--- src/rtl/uart_tx_ctrl.sv ---
// UART transmit frame sequencer: latches a byte on accept and steps the TX mux through
// start, data (LSB first), optional parity and stop, one bit per clock.
module uart_tx_ctrl #(
  parameter int unsigned DATA_WIDTH = 8
) (
  input  logic                  clk,
  input  logic                  rst,
  input  logic [DATA_WIDTH-1:0] p_data,
  input  logic                  data_valid,
  input  logic                  par_en,
  input  logic                  par_typ,
  output logic [1:0]            mux_sel,
  output logic                  ser_data,
  output logic                  par_bit,
  output logic                  busy
);

  localparam int unsigned CntW = (DATA_WIDTH > 1) ? $clog2(DATA_WIDTH) : 1;
  localparam logic [CntW-1:0] CntMax = CntW'(DATA_WIDTH - 1);

  localparam logic [1:0] SelStart  = 2'b00;
  localparam logic [1:0] SelData   = 2'b01;
  localparam logic [1:0] SelParity = 2'b10;
  localparam logic [1:0] SelStop   = 2'b11;

  typedef enum logic [2:0] {
    StIdle,
    StStart,
    StData,
    StParity,
    StStop
  } state_e;

  state_e                  state_q, state_d;
  logic [CntW-1:0]         cnt_q, cnt_d;
  logic [DATA_WIDTH-1:0]   data_q, data_d;
  logic                    par_en_q, par_en_d;
  logic                    par_typ_q, par_typ_d;
  logic [1:0]              mux_sel_q, mux_sel_d;
  logic                    ser_data_q, ser_data_d;
  logic                    par_bit_q, par_bit_d;
  logic                    busy_q, busy_d;

  always_comb begin
    state_d   = state_q;
    cnt_d     = cnt_q;
    data_d    = data_q;
    par_en_d  = par_en_q;
    par_typ_d = par_typ_q;

    unique case (state_q)
      StIdle: begin
        if (data_valid) begin
          data_d    = p_data;
          par_en_d  = par_en;
          par_typ_d = par_typ;
          cnt_d     = '0;
          state_d   = StStart;
        end
      end
      StStart: state_d = StData;
      StData: begin
        if (cnt_q == CntMax) begin
          cnt_d   = '0;
          state_d = par_en_q ? StParity : StStop;
        end else begin
          cnt_d = cnt_q + CntW'(1);
        end
      end
      StParity: state_d = StStop;
      StStop:   state_d = StIdle;
      default:  state_d = StIdle;
    endcase
  end

  // Outputs are decoded from the next-state values so the output flops always agree with
  // the state flops in the same cycle, with no input-to-output combinational path.
  always_comb begin
    mux_sel_d = SelStop;
    unique case (state_d)
      StIdle:   mux_sel_d = SelStop;
      StStart:  mux_sel_d = SelStart;
      StData:   mux_sel_d = SelData;
      StParity: mux_sel_d = SelParity;
      StStop:   mux_sel_d = SelStop;
      default:  mux_sel_d = SelStop;
    endcase
    busy_d     = (state_d != StIdle);
    ser_data_d = data_d[cnt_d];
    par_bit_d  = (^data_d) ^ par_typ_d;
  end

  always_ff @(posedge clk) begin
    if (rst) begin
      state_q    <= StIdle;
      cnt_q      <= '0;
      data_q     <= '0;
      par_en_q   <= 1'b0;
      par_typ_q  <= 1'b0;
      mux_sel_q  <= SelStop;
      ser_data_q <= 1'b0;
      par_bit_q  <= 1'b0;
      busy_q     <= 1'b0;
    end else begin
      state_q    <= state_d;
      cnt_q      <= cnt_d;
      data_q     <= data_d;
      par_en_q   <= par_en_d;
      par_typ_q  <= par_typ_d;
      mux_sel_q  <= mux_sel_d;
      ser_data_q <= ser_data_d;
      par_bit_q  <= par_bit_d;
      busy_q     <= busy_d;
    end
  end

  assign mux_sel  = mux_sel_q;
  assign ser_data = ser_data_q;
  assign par_bit  = par_bit_q;
  assign busy     = busy_q;

endmodule

--- config.mk ---
export PLATFORM = sky130hd
export DESIGN_NAME = uart_tx_ctrl
export DESIGN_NICKNAME = d
export VERILOG_FILES = /design/src/rtl/uart_tx_ctrl.sv
export SDC_FILE = /design/constraint.sdc
export NUM_CORES = 1
export LEC_CHECK = 0
export ABC_CLOCK_PERIOD_IN_PS = 2100
export BUFFER_PORTS_ARGS = -buffer_cell sky130_fd_sc_hd__buf_2
export CAP_MARGIN = 20
export CORE_AREA = 3 3 48 50
export DETAILED_ROUTE_END_ITERATION = 12
export DIE_AREA = 0 0 51 53
export GPL_TIMING_DRIVEN = 0
export PLACE_DENSITY = 0.71
export SKIP_CTS_REPAIR_TIMING = 1
export SLEW_MARGIN = 20
export SYNTH_ARGS = -nofsm -noshare
export SYNTH_HDL_FRONTEND = slang
export SYNTH_SLANG_ARGS = --single-unit
--- constraint.sdc ---
create_clock -name clk -period 2.1 [get_ports clk]
set_input_delay 0.21 -clock clk [delete_from_list [all_inputs] [get_ports clk]]
set_output_delay 0.21 -clock clk [all_outputs]
set_load 0.05 [all_outputs]
==> metrics.md, run 1 <==
| Metric | Value |
|---|---|
| Maximum fanout encountered on the critical timing path | 5 |
| Remaining global-route overflow | 0 |
| Cell Pwr Density | 777.2 nW/um^2 |
| Clock tree from TritonCTS | done |
| Number of flops mapped to enable cells by yosys | 0 |
| Endpoint kind of the worst setup timing path | register |
| Top library cells by usage in the layout, fill and taps aside | dfxtp_1 (21), buf_2 (17), nand2_1 (16) |
| Maximum buffer depth of the clock tree | 2 |
| Clock insertion delay at the later pin of the skew report | 300 ps |
| Final critical path time including I/O delays and setup | 1957 ps |
| Synth-to-layout area growth | 14.57% |
| Initial DRT Pass Iterations | 4 |
| Final core utilization | 59.28% |
| Slew at the pin with the worst max-slew slack | 466.3 ps |
| Number of cells produced by synthesis | 109 |
| Worst stage delay on the critical path | 430 ps |
| WS Path Type | register to register |
| Number of buffers created by CTS | 3 |
| Syn nets | 124 |
| Most common cell after layout, fill and taps aside | dfxtp_1 |
| Fraction of layout instances using a drive strength above 1 | 20.93% |
| Setup violators final | 0 |
| Tcrit/Tclk final | 93.17% |
| Number of vias after detailed routing | 808 |
| Post-synthesis average cell area | 9.218 um^2 |
| Leakage component of the power | 0.4673 nW |
| Post-synth top flop | dfxtp_1 |
| Cell type with the largest total area after synthesis | dfxtp_1 |
| Avg Vias per Cell | 5.179 |
| Drc violations | 0 |
| Wire length of the first global-routing pass | 3091 um |
| Async S/R FF share, synth | 0% |
| Average wire per cell in the routed design | 11.76 um |
| Post-synthesis instance area | 1005 um^2 |
| Total Routing Usage GR | 15.83% |
| Worst-case setup slack after placement | 11.82 ps |
| Max H-tree Level | 1 |
| DRT antenna net count | 0 |
| Cell with the biggest individual delay on the critical path | dfxtp_1 |
| Post-layout power | 894.7 uW |
| Cell-by-cell trace of the critical path | ha_1 > ha_1 > and4bb_2 > a311o_2 > a211oi_1 > a211o_1 > a31oi_1 |
| Final critical-path setup slack | 143.4 ps |
| Core outline area | 1942 um^2 |
| Number of buffer and inverter instances along the worst setup path | 0 |
| Maximum clock frequency | 0.5111 GHz |
| Peak ir drop on the vdd network | 0.0005228 V |
| Post-Route Setup TNS | 0 ps |
| Number of distinct library cells after synthesis | 31 |
| Pin count of the biggest net entering global routing | 12 |
| Post-synthesis sequential area ratio | 41.84% |
| Number of violations reported at the end of detailed-routing iteration 0 | 10 |
| Critical path required time | 2280 ps |
| Die width | 51 um |
| Antenna violations before repair | 0 |
| Port bufs | 16 |
| CP top delay family | compound AO/OA/AOI/OAI gates |
| Yosys top cell area share | 41.84% |
| Number of register bits inferred by synthesis | 21 |
| Outcome | complete, no violations |
| Weighted congestion reported at the end of routability-driven placement | 0.7694 |
| Count of clock tree sinks | 21 |
| Initial standard-cell utilization of the core | 51.74% |
| Final Slew Violations | 0 |
| Clock root buffer | clkbuf_4 |
| Num ports | 18 |
| Core Rows | 16 |
| Nets@finish | 145 |
| Yosys warning count | 0 |
| Number of hold violations in the final report | 0 |
| Hold WS | 135.0 ps |
| Total Routed Length | 1834 um |
| CP arrival | 2140 ps |
| Die Ht | 53 um |
| HPWL after detailed placement | 1402 um |
| Diode count | 0 |
| Tightest slew margin relative to the limit | 68.85% |
| Setup repair after global routing missed its margin | false |
| Area of the die | 2703 um^2 |
| Dominant cell type by count on the critical path | ha_1 |
| Max-capacitance violation count | 0 |
| Clock skew after layout | 2.171 ps |
| Biggest area contributors in the synthesized netlist | dfxtp_1 (42%), xnor2_1 (11%), mux2i_1 (7.0%), nand2_1 (6.0%), nor2_1 (4.1%) |
| Clock-pin slew reported for the worst setup and hold paths after clock tree synthesis | 110 ps |
| Category of the worst setup path launch point | register |
| Number of global-route vias before repair | 695 |
| Min-delay worst type | input pin to register |
-- worst register-to-register path, stage by stage, from the launching register on --
cell	delay [ps]
dfxtp_1	430
ha_1	190
ha_1	240
and4bb_2	250
a311o_2	350
a211oi_1	170
a211o_1	130
a31oi_1	80
-- synthesized netlist by cell type (2+ instances only) --
| master | instances |
|---|---|
| dfxtp_1 | 21 |
| xnor2_1 | 13 |
| or3_1 | 2 |
| ha_1 | 2 |
| clkbuf_1 | 3 |
| nor2_1 | 11 |
| xor2_1 | 2 |
| a22oi_1 | 2 |
| mux2i_1 | 7 |
| nand2_1 | 16 |
| nor3_1 | 3 |
| a21oi_1 | 7 |
| inv_1 | 2 |
-- metrics by stage --
stage,instance area [um^2],std cells
after floorplan,1005,109
after global placement,1119,152
after global routing,1151,156
after CTS,1145,156
after detailed placement,1119,152
final,1151,156
-- kinds of logic (layout without fill, tap and decap cells) --
group | after synthesis | count (layout) | share of synthesized area [%]
compound gates | 18 | 18 | 12.83
xor+xnor | 15 | 15 | 13.08
fa+ha+maj | 2 | 2 | 2.490
buf+inv | 7 | 27 | 3.487
flops | 21 | 21 | 41.84
mux | 7 | 7 | 6.974
simple gates | 39 | 39 | 19.30
-- final cells by class --
cell class                 instances  area [um^2]
buffer                             5        27.53
clock buffer                       4        26.28
fill                             183        790.8
inverter                           2        7.507
multi-input combinational         81        555.5
sequential                        21        420.4
tap                               27        33.78
timing repair buffer              16        80.08
-- sequential cells by signal, indices dropped and copies added, names as in the netlist --
register and flops:
data_q 8, state_q 3, par_bit 1, par_typ_q 1
busy 1, ser_data 1, par_en_q 1, cnt_q 3
mux_sel 2
-- per-layer routing --
layer	up-vias	share of wire (%)	global-route usage, %
met1	370	48	20.27
met5	-	0	0
met4	0	2.0	9.417
met2	15	46	23.61
met3	4	4.4	4.225
li1	419	-	-
-- where the power goes --
group	total, mW	switching (mW)	internal, mW
registers	0.449	0.0182	0.431
clock network	0.194	0.120	0.0741
logic	0.252	0.149	0.103
total	0.895	0.287	0.608
-- worst paths after layout --
check | start | to | slack (ps) | cells past startpoint
min | par_en | par_en_q | 130 | 3
min reg2reg | par_typ_q | par_typ_q | 480 | 2
max | cnt_q[0] | ser_data | 140 | 7
max reg2reg | cnt_q[0] | ser_data | 140 | 7
No activity file was read; power rests on OpenSTA's default activity.
==> inputs of run 2 (changes only) <==
SETUP_SLACK_MARGIN = 0.4   (was not set)
SKIP_LAST_GASP = 1   (was not set)
==> run 2 against run 1 <==
Cell area up 9.6%. Sequential share of layout area down 2.7 points. First-iteration DRC count rose to 2.6 times the previous value. Hold slack better by 3.8 ps. Clock power about the same. Core utilization up 5.7 points. Wire length up 17%. Clock-buffer cell count unchanged. Clock skew up 6.0 ps. Cell count up 3.8%. Via count up 4.6%. Total power up 3.0%. Critical path type unchanged.
==> metrics.md, run 2 (same netlist as run 1, synthesis figures left out) <==
| Metric | Value |
|---|---|
| Outcome | complete, no violations |
| Slew at the pin with the worst max-slew slack | 466.7 ps (+0.3766 ps) |
| Worst stage delay on the critical path | 380 ps (-50 ps) |
| Number of global-route vias before repair | 715 (+2.9%) |
| Clock-pin slew reported for the worst setup and hold paths after clock tree synthesis | 120 ps (about the same) |
| End of the worst register-to-register path | ser_data |
| Die width | 51 um (unchanged) |
| Initial standard-cell utilization of the core | 51.74% (unchanged) |
| Average wire per cell in the routed design | 13.20 um (+12%) |
| Post-Route Setup TNS | 0 ps (unchanged) |
| Number of flip-flops under the largest register name | 8 (unchanged) |
| Top library cells by usage in the layout, fill and taps aside | dfxtp_1 (18), nand2_1 (16), buf_2 (16) |
| Dominant cell type by count on the critical path | ha_4 |
| Worst flop-to-flop path startpoint | cnt_q[0] |
| Cell-by-cell trace of the critical path | ha_4 > ha_4 > and4bb_2 > a311o_2 > a211oi_2 > a211o_1 > a31oi_1 |
| Die Ht | 53 um (unchanged) |
| Nets@finish | 151 (+4.1%) |
| WS Path Type | register to register |
| Avg Vias per Cell | 5.216 (+0.71%) |
| Setup repair after global routing missed its margin | true |
| Most flops, register | data_q |
| Number of hold violations in the final report | 0 (unchanged) |
| Antenna violations before repair | 0 (unchanged) |
| Synth-to-layout area growth | 25.53% |
| Number of cells on the worst reg-to-reg path | 7 (unchanged) |
| Final Slew Violations | 0 (unchanged) |
| Count of clock tree sinks | 21 (unchanged) |
| Weighted congestion reported at the end of routability-driven placement | 0.8127 (+5.6%) |
| Number of buffers created by CTS | 3 (unchanged) |
| HPWL after detailed placement | 1479 um (+5.5%) |
| Initial DRT Pass Iterations | 4 (unchanged) |
| Clock tree from TritonCTS | done |
| Diode count | 0 (unchanged) |
| Core outline area | 1942 um^2 (unchanged) |
| Clock root buffer | clkbuf_4 |
| Min-delay worst type | input pin to register |
| Pin count of the biggest net entering global routing | 12 (unchanged) |
| Max-capacitance violation count | 0 (unchanged) |
| Worst-case setup slack after placement | 92.64 ps (+80.82 ps) |
| Fraction of layout instances using a drive strength above 1 | 31.85% (+11 points) |
| Total Routing Usage GR | 15.71% (-0.12 points) |
| Tcrit/Tclk final | 82.47% (-11 points) |
| Area of the die | 2703 um^2 (unchanged) |
| Final critical path time including I/O delays and setup | 1732 ps (-224.7 ps) |
| Peak ir drop on the vdd network | 0.0004541 V (-13%) |
| Drc violations | 0 (unchanged) |
| Max H-tree Level | 1 (unchanged) |
| Number of violations reported at the end of detailed-routing iteration 0 | 26 (+16) |
| Leakage component of the power | 0.4993 nW (+6.9%) |
| Top Registers | data_q x8, cnt_q x3, state_q x3 |
| Remaining global-route overflow | 0 (unchanged) |
| Most common cell after layout, fill and taps aside | dfxtp_1 |
| Maximum clock frequency | 0.5774 GHz (+13%) |
| Final critical-path setup slack | 368.1 ps (+224.7 ps) |
| Count of cells along the worst hold path | 3 (unchanged) |
| Clock insertion delay at the later pin of the skew report | 300 ps (about the same) |
| HP Start | par_en |
| DRT antenna net count | 0 (unchanged) |
| Clock skew after layout | 8.191 ps (+6.020 ps) |
| Number of vias after detailed routing | 845 (+4.6%) |
| Cell Pwr Density | 730.7 nW/um^2 (-6.0%) |
| Worst hold endpoint | par_en_q |
| Total Routed Length | 2139 um (+17%) |
| Category of the worst setup path launch point | register |
| Setup violators final | 0 (unchanged) |
| CP arrival | 1910 ps (-230 ps) |
| Register-to-register path setup slack | 370 ps (+220 ps) |
| Port bufs | 16 (unchanged) |
| Endpoint kind of the worst setup timing path | register |
| Wire length of the first global-routing pass | 3160 um (+2.2%) |
| Critical path required time | 2280 ps (about the same) |
| Core Rows | 16 (unchanged) |
| Cell with the biggest individual delay on the critical path | dfxtp_4 |
| Num ports | 18 (unchanged) |
| Maximum buffer depth of the clock tree | 2 (unchanged) |
| Maximum fanout encountered on the critical timing path | 3 (-2) |
| Tightest slew margin relative to the limit | 68.83% (about the same) |
==> run 2: how the worst max path moves through the flow <==
stage / start / to / slack, ps / depth (start not counted)
finish: cnt_q[0] / ser_data / 370 / 7
global placement: cnt_q[0] / mux_sel[1] / 150 / 5
detailed placement: cnt_q[0] / mux_sel[1] / 90 / 5
floorplan: cnt_q[0] / ser_data / 400 / 7
CTS: cnt_q[0] / mux_sel[1] / 50 / 5
global route: state_q[1] / ser_data / 290 / 7
==> run 2: through the flow <==
stage                     instance area, um^2  hold slack [ps]  util [%]  std cells  power, mW
after floorplan                          1008            346.0         -        109     0.6569
final                                    1261            138.7     64.95        162     0.9216
after global placement                   1122            458.1     57.80        152     0.7063
after detailed placement                 1122            462.6     57.80        152     0.7120
after global routing                     1261            132.1     64.95        162     0.9763
after CTS                                1149            134.4     59.15        156     0.9033
==> run 2: worst max-delay path, delay by kind of cell, from the launching register on <==
| family | cells | cell delay (ps) |
|---|---|---|
| compound gates | 4 | 720 |
| fa+ha+maj | 2 | 270 |
| flops | 1 | 380 |
| simple gates | 1 | 230 |
==> run 2: layout make-up <==
cell class	instances	area (um^2)
plain buffers	5	31.28
clock buffers	4	26.28
fillers	170	680.7
inverters	2	7.507
multi-input cells	81	598.1
flip-flops and latches	21	426.7
well taps	27	33.78
repair buffers	22	137.6
==> run 2: power by group <==
group	leakage [nW]	switching (mW)	internal (mW)
clock	0.0150	0.120	0.0740
sequential	0.174	0.0195	0.431
combinational	0.310	0.158	0.119
==> run 2: layer usage <==
| metal | vias up | wire length [um] | global-route usage (%) |
|---|---|---|---|
| li1 | 431 | - | - |
| met1 | 388 | 962 | 20.45 |
| met2 | 22 | 1059 | 24.89 |
| met3 | 4 | 94 | 3.380 |
| met4 | 0 | 23 | 6.726 |
| met5 | - | 0 | 0 |
==> inputs of run 3 (changes only) <==
ABC_CLOCK_PERIOD_IN_PS = 1800   (was 2100)
clock period = 1.8 ns   (was 2.1 ns; I/O delays follow)
==> run 3 against run 2 <==
Flip-flop and latch count unchanged. Maximum frequency up 2.3%. Via count down 1.3%. Register-to-register slack worse by 260 ps. Setup slack worse by 260 ps. Total power up 18%. Cell area up 1.9%. Highest routed layer unchanged. Non-clock buffer count down 2. Wire length down 6.1%. Global-route usage up 0.85 points. Sequential share of layout area down 0.33 points. Critical path depth unchanged.
==> metrics.md, run 3 (same netlist as run 1, synthesis figures left out) <==
| Metric | Value |
|---|---|
| Count of clock tree sinks | 21 (unchanged) |
| Min-delay worst type | input pin to register |
| Average wire per cell in the routed design | 12.55 um (-5.0%) |
| Setup violators final | 0 (unchanged) |
| Maximum buffer depth of the clock tree | 2 (unchanged) |
| DRT antenna net count | 0 (unchanged) |
| Final critical path time including I/O delays and setup | 1693 ps (-38.95 ps) |
| Setup repair after global routing missed its margin | true |
| Drc violations | 0 (unchanged) |
| Clock-pin slew reported for the worst setup and hold paths after clock tree synthesis | 110 ps (about the same) |
| Total Routing Usage GR | 16.56% (+0.85 points) |
| Clock skew after layout | 4.836 ps (-3.355 ps) |
| Post-Route Setup TNS | 0 ps (unchanged) |
| Synth-to-layout area growth | 27.90% |
| Leakage component of the power | 0.4887 nW (-2.1%) |
| Core outline area | 1942 um^2 (unchanged) |
| Initial DRT Pass Iterations | 4 (unchanged) |
| Net switching component of the power | 346.1 uW (+16%) |
| Area of the die | 2703 um^2 (unchanged) |
| Cell Pwr Density | 845.4 nW/um^2 (+16%) |
| Category of the worst setup path launch point | register |
| Weighted congestion reported at the end of routability-driven placement | 0.8066 (-0.75%) |
| Register-to-register path setup slack | 110 ps (-260 ps) |
| Number of hold violations in the final report | 0 (unchanged) |
| Antenna violations before repair | 0 (unchanged) |
| Top library cells by usage in the layout, fill and taps aside | dfxtp_1 (17), nand2_1 (16), buf_2 (16) |
| Number of buffers created by CTS | 3 (unchanged) |
| Most flops, register | data_q |
| Endpoint kind of the worst setup timing path | register |
| Slew at the pin with the worst max-slew slack | 511.2 ps (+44.56 ps) |
| Clock root buffer | clkbuf_4 |
| Pin count of the biggest net entering global routing | 12 (unchanged) |
| Fraction of layout instances using a drive strength above 1 | 34.59% (+2.7 points) |
| Maximum fanout encountered on the critical timing path | 5 (+2) |
| Number of vias after detailed routing | 834 (-1.3%) |
| Core Rows | 16 (unchanged) |
| Clock insertion delay at the later pin of the skew report | 300 ps (about the same) |
| Nets@finish | 149 (-1.3%) |
| CP arrival | 1870 ps (-40 ps) |
| Total Routed Length | 2008 um (-6.1%) |
| Number of flip-flops under the largest register name | 8 (unchanged) |
| Sequential fraction of design power | 48.3% (-0.6 points) |
| Avg Vias per Cell | 5.213 (about the same) |
| Diode count | 0 (unchanged) |
| Remaining global-route overflow | 0 (unchanged) |
| Peak ir drop on the vdd network | 0.0007570 V (+67%) |
| Max-capacitance violation count | 0 (unchanged) |
| Initial standard-cell utilization of the core | 51.74% (unchanged) |
| Die width | 51 um (unchanged) |
| Clock Power Share | 20.1% (-0.9 points) |
| Outcome | complete, no violations |
| Proportion of power drawn by combinational gates | 31.6% (+1.5 points) |
| Number of global-route vias before repair | 804 (+12%) |
| Tcrit/Tclk final | 94.05% (+12 points) |
| Most common cell after layout, fill and taps aside | dfxtp_1 |
| Num ports | 18 (unchanged) |
| Number of violations reported at the end of detailed-routing iteration 0 | 12 (-54%) |
| WS Path Type | register to register |
| Top Registers | data_q x8, cnt_q x3, state_q x3 |
| HPWL after detailed placement | 1428 um (-3.5%) |
| Final Slew Violations | 0 (unchanged) |
| Die Ht | 53 um (unchanged) |
| Wire length of the first global-routing pass | 3325 um (+5.2%) |
| Max H-tree Level | 1 (unchanged) |
| Switch share | 31.86% (-0.41 points) |
| Port bufs | 16 (unchanged) |
| Final core utilization | 66.17% (+1.2 points) |
| Design internal power | 740.2 uW (+19%) |
| Maximum clock frequency | 0.5907 GHz (+2.3%) |
| Tightest slew margin relative to the limit | 65.85% (-3.0 points) |
| Clock tree from TritonCTS | done |
| Critical path required time | 1980 ps (-300 ps) |
==> run 3: changes by cell type in the layout (fill, tap and decap cells not counted), sizes merged <==
cell,previous run,this run
buf,24,22
clkbuf,7,6
clkdlybuf4s15,0,1
==> run 3: final cells by class <==
| type | count | area [um^2] |
|---|---|---|
| fill | 177 | 656.9 |
| timing repair buffer | 20 | 113.9 |
| inverter | 2 | 7.507 |
| sequential | 21 | 430.4 |
| multi-input combinational | 81 | 631.9 |
| tap | 27 | 33.78 |
| buffer | 5 | 41.29 |
| clock buffer | 4 | 26.28 |
==> run 3: power groups by stage <==
stage	clock network (mW)	registers [mW]	logic, mW
after floorplan	0	0.595	0.181
after global placement	0	0.534	0.300
after detailed placement	0	0.535	0.304
after CTS	0.233	0.525	0.306
after global routing	0.251	0.530	0.374
final	0.219	0.524	0.343
==> run 3: through the flow <==
step	cell area [um^2]	total power [mW]	instances	hold slack [ps]	worst slack, ps
floorplan	1055	0.7758	109	316.0	195.9
global placement	1169	0.8339	152	428.8	-62.97
detailed placement	1169	0.8394	152	431.0	-130.2
CTS	1195	1.063	156	104.8	-149.8
global route	1285	1.155	160	114.3	32.54
finish	1285	1.086	160	111.1	107.0
==> run 3: worst paths after layout <==
path / startpoint / to / depth (start not counted)
worst max register to register: cnt_q[1] / ser_data / 7
worst min-delay path: par_en / par_en_q / 3
worst max-delay path: cnt_q[1] / ser_data / 7
worst min register to register: par_typ_q / par_typ_q / 2
==> run 3: worst max-delay path, stage by stage (launching register included) <==
cell      delay, ps
dfxtp_2         360
ha_4            140
ha_4            150
and4bb_2        220
a311o_2         350
a211oi_2        140
a211o_1         120
a31oi_1          80
==> run 3: metal layers <==
metal	track usage, %	share of wire (%)	routed length (um)
met1	21.17	49	992
met3	2.535	3.2	64
met2	26.39	45	903
met4	9.417	2.4	48
met5	0	0	0
